`src/rtl/pipe_pkg.sv`:
```
// Shared definitions for the fetch/decode pipeline payload: field widths, offsets and keep mask.
// Used by pipe_stage_reg (optional skid entry enabled with PIPE_STAGE_SKID_EN).
package pipe_pkg;

  localparam int INSTR_W   = 32;
  localparam int PC_W      = 32;
  localparam int INSTR_LSB = 0;
  localparam int PC4_LSB   = INSTR_LSB + INSTR_W;
  localparam int PC8_LSB   = PC4_LSB + PC_W;
  localparam int FD_W      = PC8_LSB + PC_W;

  typedef struct packed {
    logic [PC_W-1:0]    pc8;
    logic [PC_W-1:0]    pc4;
    logic [INSTR_W-1:0] instr;
  } fd_payload_t;

  // PCs survive a flush so the bubble still carries a return address; instr clears to a NOP.
  localparam logic [FD_W-1:0] FD_KEEP_MASK = {{(2*PC_W){1'b1}}, {INSTR_W{1'b0}}};

  function automatic logic [FD_W-1:0] fd_pack(input logic [INSTR_W-1:0] instr,
                                              input logic [PC_W-1:0] pc4,
                                              input logic [PC_W-1:0] pc8);
    fd_payload_t p;
    p.pc8   = pc8;
    p.pc4   = pc4;
    p.instr = instr;
    return p;
  endfunction

endpackage

```
`src/rtl/pipe_stage_reg_if.sv`:
```
// Valid/ready/data handshake bundle between pipeline stages.
// The producer side uses the master modport, the consumer side the slave modport.
interface pipe_stage_reg_if #(
  parameter int DATA_W = 96
) ();
  logic              valid;
  logic              ready;
  logic [DATA_W-1:0] data;

  modport master (output valid, output data, input ready);
  modport slave  (input valid, input data, output ready);
endinterface

```
`src/rtl/pipe_sat_ctr.sv`:
```
// Saturating up-counter with a 0..3 increment per cycle; sticks at all-ones, never wraps.
module pipe_sat_ctr #(
  parameter int CNT_W = 16
) (
  input  logic             clk,
  input  logic             reset,
  input  logic [1:0]       inc,
  output logic [CNT_W-1:0] count
);

  logic [CNT_W:0]   sum;
  logic [CNT_W-1:0] count_reg;
  logic [CNT_W-1:0] count_next;

  assign sum        = {1'b0, count_reg} + (CNT_W+1)'(inc);
  assign count_next = sum[CNT_W] ? {CNT_W{1'b1}} : sum[CNT_W-1:0];
  assign count      = count_reg;

  always_ff @(posedge clk or negedge reset) begin
    if (!reset) begin
      count_reg <= '0;
    end else begin
      count_reg <= count_next;
    end
  end

endmodule

```
`src/rtl/pipe_stage_reg.sv`:
```
// Elastic pipeline register with flush/intflush, per-bit keep mask and killed-beat counter.
// Define PIPE_STAGE_SKID_EN to add a skid entry and a registered in_ready.
module pipe_stage_reg
  import pipe_pkg::*;
#(
  parameter int                DATA_W    = FD_W,
  parameter logic [DATA_W-1:0] KEEP_MASK = DATA_W'(FD_KEEP_MASK),
  parameter int                CNT_W     = 16
) (
  input  logic              clk,
  input  logic              reset,
  pipe_stage_reg_if.slave   in_bus,
  pipe_stage_reg_if.master  out_bus,
  input  logic              flush,
  input  logic              intflush,
  output logic [CNT_W-1:0]  kill_cnt
);

  logic              kill;
  logic              accept;
  logic              deliver;
  logic              main_valid_reg;
  logic              main_valid_next;
  logic [DATA_W-1:0] main_data_reg;
  logic [DATA_W-1:0] main_data_next;
  logic [DATA_W-1:0] kept_data;
  logic [1:0]        kill_inc;

  assign kill    = flush | intflush;
  assign accept  = in_bus.valid & in_bus.ready;
  assign deliver = main_valid_reg & out_bus.ready;

  assign out_bus.valid = main_valid_reg;
  assign out_bus.data  = main_data_reg;

  genvar gi;
  generate
    for (gi = 0; gi < DATA_W; gi++) begin : g_keep
      assign kept_data[gi] = KEEP_MASK[gi] ? main_data_reg[gi] : 1'b0;
    end
  endgenerate

`ifdef PIPE_STAGE_SKID_EN
  logic              skid_valid_reg;
  logic              skid_valid_next;
  logic [DATA_W-1:0] skid_data_reg;
  logic [DATA_W-1:0] skid_data_next;
  logic              in_ready_reg;

  assign in_bus.ready = in_ready_reg;

  always_comb begin
    main_valid_next = main_valid_reg;
    main_data_next  = main_data_reg;
    skid_valid_next = skid_valid_reg;
    skid_data_next  = skid_data_reg;
    kill_inc        = 2'd0;
    if (kill) begin
      // A beat delivered on the kill edge was consumed, so only the leftovers count.
      main_valid_next = 1'b0;
      main_data_next  = kept_data;
      skid_valid_next = 1'b0;
      kill_inc        = {1'b0, main_valid_reg & ~deliver} + {1'b0, skid_valid_reg};
    end else if (!main_valid_reg || deliver) begin
      if (skid_valid_reg) begin
        main_valid_next = 1'b1;
        main_data_next  = skid_data_reg;
        skid_valid_next = 1'b0;
      end else begin
        main_valid_next = accept;
        if (accept) begin
          main_data_next = in_bus.data;
        end
      end
    end else if (accept) begin
      skid_valid_next = 1'b1;
      skid_data_next  = in_bus.data;
    end
  end

  always_ff @(posedge clk or negedge reset) begin
    if (!reset) begin
      skid_valid_reg <= 1'b0;
      skid_data_reg  <= '0;
      in_ready_reg   <= 1'b1;
    end else begin
      skid_valid_reg <= skid_valid_next;
      skid_data_reg  <= skid_data_next;
      in_ready_reg   <= ~skid_valid_next;
    end
  end
`else
  assign in_bus.ready = ~main_valid_reg | out_bus.ready;

  always_comb begin
    main_valid_next = main_valid_reg;
    main_data_next  = main_data_reg;
    kill_inc        = 2'd0;
    if (kill) begin
      main_valid_next = 1'b0;
      main_data_next  = kept_data;
      kill_inc        = {1'b0, main_valid_reg & ~deliver};
    end else if (!main_valid_reg || deliver) begin
      main_valid_next = accept;
      if (accept) begin
        main_data_next = in_bus.data;
      end
    end
  end
`endif

  always_ff @(posedge clk or negedge reset) begin
    if (!reset) begin
      main_valid_reg <= 1'b0;
      main_data_reg  <= '0;
    end else begin
      main_valid_reg <= main_valid_next;
      main_data_reg  <= main_data_next;
    end
  end

  pipe_sat_ctr #(
    .CNT_W (CNT_W)
  ) u_kill_ctr (
    .clk   (clk),
    .reset (reset),
    .inc   (kill_inc),
    .count (kill_cnt)
  );

endmodule

```
`src/flat_wrapper.sv`:
```
// flat-port wrapper written by rule: the top's interface ports become plain ports
module pipe_stage_reg_flat import pipe_pkg::*;
#(
  parameter int                DATA_W    = FD_W,
  parameter logic [DATA_W-1:0] KEEP_MASK = DATA_W'(FD_KEEP_MASK),
  parameter int                CNT_W     = 16
)
  (clk, reset, flush, intflush, kill_cnt, in_bus_valid, in_bus_data, in_bus_ready, out_bus_valid, out_bus_data, out_bus_ready);
  pipe_stage_reg_if #(.DATA_W(DATA_W)) in_bus_i ();
  pipe_stage_reg_if #(.DATA_W(DATA_W)) out_bus_i ();
  input  logic clk;
  input  logic reset;
  input  logic flush;
  input  logic intflush;
  output logic [CNT_W-1:0] kill_cnt;
  input wire logic [$bits(in_bus_i.valid)-1:0] in_bus_valid;
  input wire logic [$bits(in_bus_i.data)-1:0] in_bus_data;
  output wire logic [$bits(in_bus_i.ready)-1:0] in_bus_ready;
  output wire logic [$bits(out_bus_i.valid)-1:0] out_bus_valid;
  output wire logic [$bits(out_bus_i.data)-1:0] out_bus_data;
  input wire logic [$bits(out_bus_i.ready)-1:0] out_bus_ready;
  assign in_bus_i.valid = in_bus_valid;
  assign in_bus_i.data = in_bus_data;
  assign in_bus_ready = in_bus_i.ready;
  assign out_bus_valid = out_bus_i.valid;
  assign out_bus_data = out_bus_i.data;
  assign out_bus_i.ready = out_bus_ready;
  pipe_stage_reg #(.DATA_W(DATA_W), .KEEP_MASK(KEEP_MASK), .CNT_W(CNT_W)) u_core (.clk(clk), .reset(reset), .in_bus(in_bus_i), .out_bus(out_bus_i), .flush(flush), .intflush(intflush), .kill_cnt(kill_cnt));
endmodule
```
`config.mk`:
```
export PLATFORM = sky130hd
export DESIGN_NAME = pipe_stage_reg_flat
export DESIGN_NICKNAME = d
export VERILOG_FILES = /design/src/rtl/pipe_pkg.sv /design/src/rtl/pipe_stage_reg_if.sv /design/src/rtl/pipe_sat_ctr.sv /design/src/rtl/pipe_stage_reg.sv /design/src/flat_wrapper.sv
export SDC_FILE = /design/constraint.sdc
export NUM_CORES = 1
export LEC_CHECK = 0
export BUFFER_PORTS_ARGS = -buffer_cell sky130_fd_sc_hd__buf_2
export CORE_UTILIZATION = 46
export CTS_CLUSTER_DIAMETER = 60
export CTS_CLUSTER_SIZE = 8
export DETAILED_ROUTE_END_ITERATION = 16
export PLACE_DENSITY = 0.77
export SKIP_CTS_REPAIR_TIMING = 1
export SYNTH_ARGS = -nofsm -noshare
export SYNTH_HDL_FRONTEND = slang
export SYNTH_SLANG_ARGS = --single-unit
```
`constraint.sdc`:
```
create_clock -name clk -period 2.1 [get_ports clk]
set_input_delay 0.105 -clock clk [delete_from_list [all_inputs] [get_ports clk]]
set_output_delay 0.105 -clock clk [all_outputs]
set_load 0.005 [all_outputs]
```
==> run summary <==
Status - finished, final reports clean
Final WS setup - 178 ps
Yosys top cell area share - 64.8%
Core area - 0.00920 mm²
P per Cell Area - 934 mW/mm²
IR drop worst, VDD - 586 µV
Buf+Inv Stages, Crit Path - 0
Post-Synthesis Cells - 293
Skew final - 10.5 ps
Critical Path AT - 2310 ps
Initial DRT Pass Iterations - 4
Synth top area cells - dfrtp_1 (65%), mux2_2 (17%), a22o_1 (6.4%)
Final period utilization - 91.5%
Clk_lat worst skew - 500 ps
# IOs - 216
Htree depth - 4
Fillers - 508
Drt via density - 5.17
Die W - 99.4 µm
Met2 routed WL - 7.02 mm
Leakage - 3.65 nW
Setup CP Type - reg2reg
Final Wtd Congestion - 0.728
Final hold vios - 0
Largest net degree at the start of global routing - 51
Minimum clock period after layout - 1920 ps
Grt ovf - 0
Min-delay src - intflush
Top FF cell, synth - dfrtp_1
Critical Path RT - 2490 ps
Total Routed Length - 13.6 mm
Netlist cell types - 35
Total GRT Usage - 21.3%
Port Buffers - 215
Drt wl/cell - 18.3 µm
Placed Area - 0.00560 mm²
Hold path depth - 5
CTS tree - done
Antenna fix cells - 0
R2r startpoint - u_core.out_bus.valid$_DFFE_PN0P_
Post-Synthesis Net Count - 397
Total Nets Final - 722
Initial Utilization - 47.4%
Max Root-Sink Buffers - 2
Highest routed metal layer - met4
Worst hold margin - 148 ps
Max FO, Critical Path - 13
Ys Warns - 0
Metal3 WL - 902 µm
M1 wire length - 5.45 mm
Max-cap viol count - 0
Final Non-Filler Cells - 742
Residual DRC - 0
Most common cell after layout, fill and taps aside - buf_2
Worst Setup End Kind - flop
Yosys top cell by area - dfrtp_1
Max reg flops - 96
Pre-CTS setup slack - 193 ps
CTS root buf - clkbuf_8
Row count - 35
Slew HR - 58.8%
First-pass GRT wire length - 16.1 mm
Synth async-reset ratio - 100%
Die Ht - 99.4 µm
Design Area, Final - 0.00721 mm²
Initial antenna violation count - 0
Setup violations, final - 0
Worst flop-to-flop path endpoint - u_core.u_kill_ctr.count[5]$_DFF_PN0_
Crit path max-delay family - simple AND/OR/NAND/NOR gates
Synthesized area - 0.00436 mm²
CP max-delay cell - or4_4
Commonest cells after routing, fill and taps aside - buf_2 (214), dfrtp_1 (113), dlygate4sd3_1 (99)
Share of cells above drive strength 1 - 51.2%
CTS sink count - 113
CTS Buf Count - 17
Hold Path Class - in2reg
Post-synth EDFFs - 0
Avg Inst Size Synth - 14.9 µm²
Hpwl dp - 7.42 mm
Worst slew pin tran - 618 ps
R2R Setup Slk - 180 ps
Vias in the first global route - 3293
Total Neg Setup Slack - 0 ps
Crit path cell chain - nand2b_4 > nor2_1 > ha_1 > nand4_2 > or4_4 > o21ai_0
Min-Delay Endpoint - u_core.u_kill_ctr.count[0]$_DFF_PN0_
Sequential area share after synthesis - 64.8%
Clock slew seen by the registers of the worst setup and hold paths - 60 ps
Syn-to-layout area delta - 65.3%
Unrepaired setup endpoints after global routing - no
Slowest Stage Delay on Critical Path - 640 ps
Max Slew Vio Count - 0
Worst r2r path cells - 6
Routed vias - 3834
Starting DRC count in detailed routing - 69
Startpoint types - flop
Fmax - 520 MHz
Post-detailed-route count of antenna-violating nets - 0
Seq cells post-synth - 113
Inst Count DP - 611
Die area - 0.00988 mm²
==> final cells by class <==
class / instances / area, µm² / share of cell area, %
timing repair buffer: 323 / 2170 / 30.2
inverter: 3 / 11.3 / 0.156
sequential: 113 / 2830 / 39.2
clock inverter: 10 / 156 / 2.17
tap: 111 / 139 / 1.93
multi-input combinational: 160 / 1440 / 19.9
clock buffer: 22 / 463 / 6.42
==> tightest hold or removal path: cells and delay by family <==
kind | cells | cell delay [ps]
fa+ha+maj | 1 | 130
simple gates | 3 | 300
buf+inv | 1 | 70
==> per-layer routing <==
metal	vias up	GRT usage [%]
met5	-	0
met4	0	7.47
met3	24	6.32
met2	188	36.0
met1	1877	26.0
li1	1745	-
==> worst max path at each step <==
stage	slack (ps)	cells after the start	to	startpoint
floorplan	260	7	u_core.u_kill_ctr.count[12]$_DFF_PN0_	u_core.out_bus.valid$_DFFE_PN0P_
global placement	230	6	u_core.u_kill_ctr.count[0]$_DFF_PN0_	u_core.out_bus.valid$_DFFE_PN0P_
detailed placement	190	6	u_core.u_kill_ctr.count[0]$_DFF_PN0_	u_core.out_bus.valid$_DFFE_PN0P_
CTS	150	6	u_core.u_kill_ctr.count[5]$_DFF_PN0_	u_core.out_bus.valid$_DFFE_PN0P_
global route	60	6	u_core.u_kill_ctr.count[5]$_DFF_PN0_	u_core.out_bus.valid$_DFFE_PN0P_
finish	180	6	u_core.u_kill_ctr.count[5]$_DFF_PN0_	u_core.out_bus.valid$_DFFE_PN0P_
==> Yosys cell counts, types with 2 or more instances <==
master    instances
dfrtp_1         113
mux2_2           64
a22o_1           32
buf_2            10
nand2_1           9
nand3_1           9
o21ai_0           5
clkbuf_1          4
nand4_1           4
or4_1             4
inv_1             3
or3_1             3
and3_1            2
and4_1            2
buf_6             2
ha_1              2
mux2_1            2
nor2_1            2
nor3_1            2
o31ai_1           2
o41ai_1           2
xnor2_1           2
==> per-stage QoR <==
stage               utilization (%)  power (W)
CTS                            67.6    0.00655
floorplan                         -    0.00303
detailed placement             60.9    0.00357
global placement               60.9    0.00353
global route                   78.4    0.00701
finish                         78.4    0.00673
==> report_power, final <==
part           switching [W]  internal (W)
registers           0.000202       0.00248
clock network       0.000979       0.00201
logic               0.000426      0.000630
==> cells by family (layout without fill, tap and decap cells) <==
family | after synthesis | count (layout) | share of synthesized area (%)
mux | 66 | 66 | 17.0
flops | 113 | 113 | 64.8
fa+ha+maj | 2 | 2 | 0.574
compound gates | 46 | 46 | 8.58
xor+xnor | 3 | 3 | 0.603
buf+inv | 20 | 358 | 2.44
simple gates | 43 | 43 | 5.94
Power figures use the tool's default switching activity.
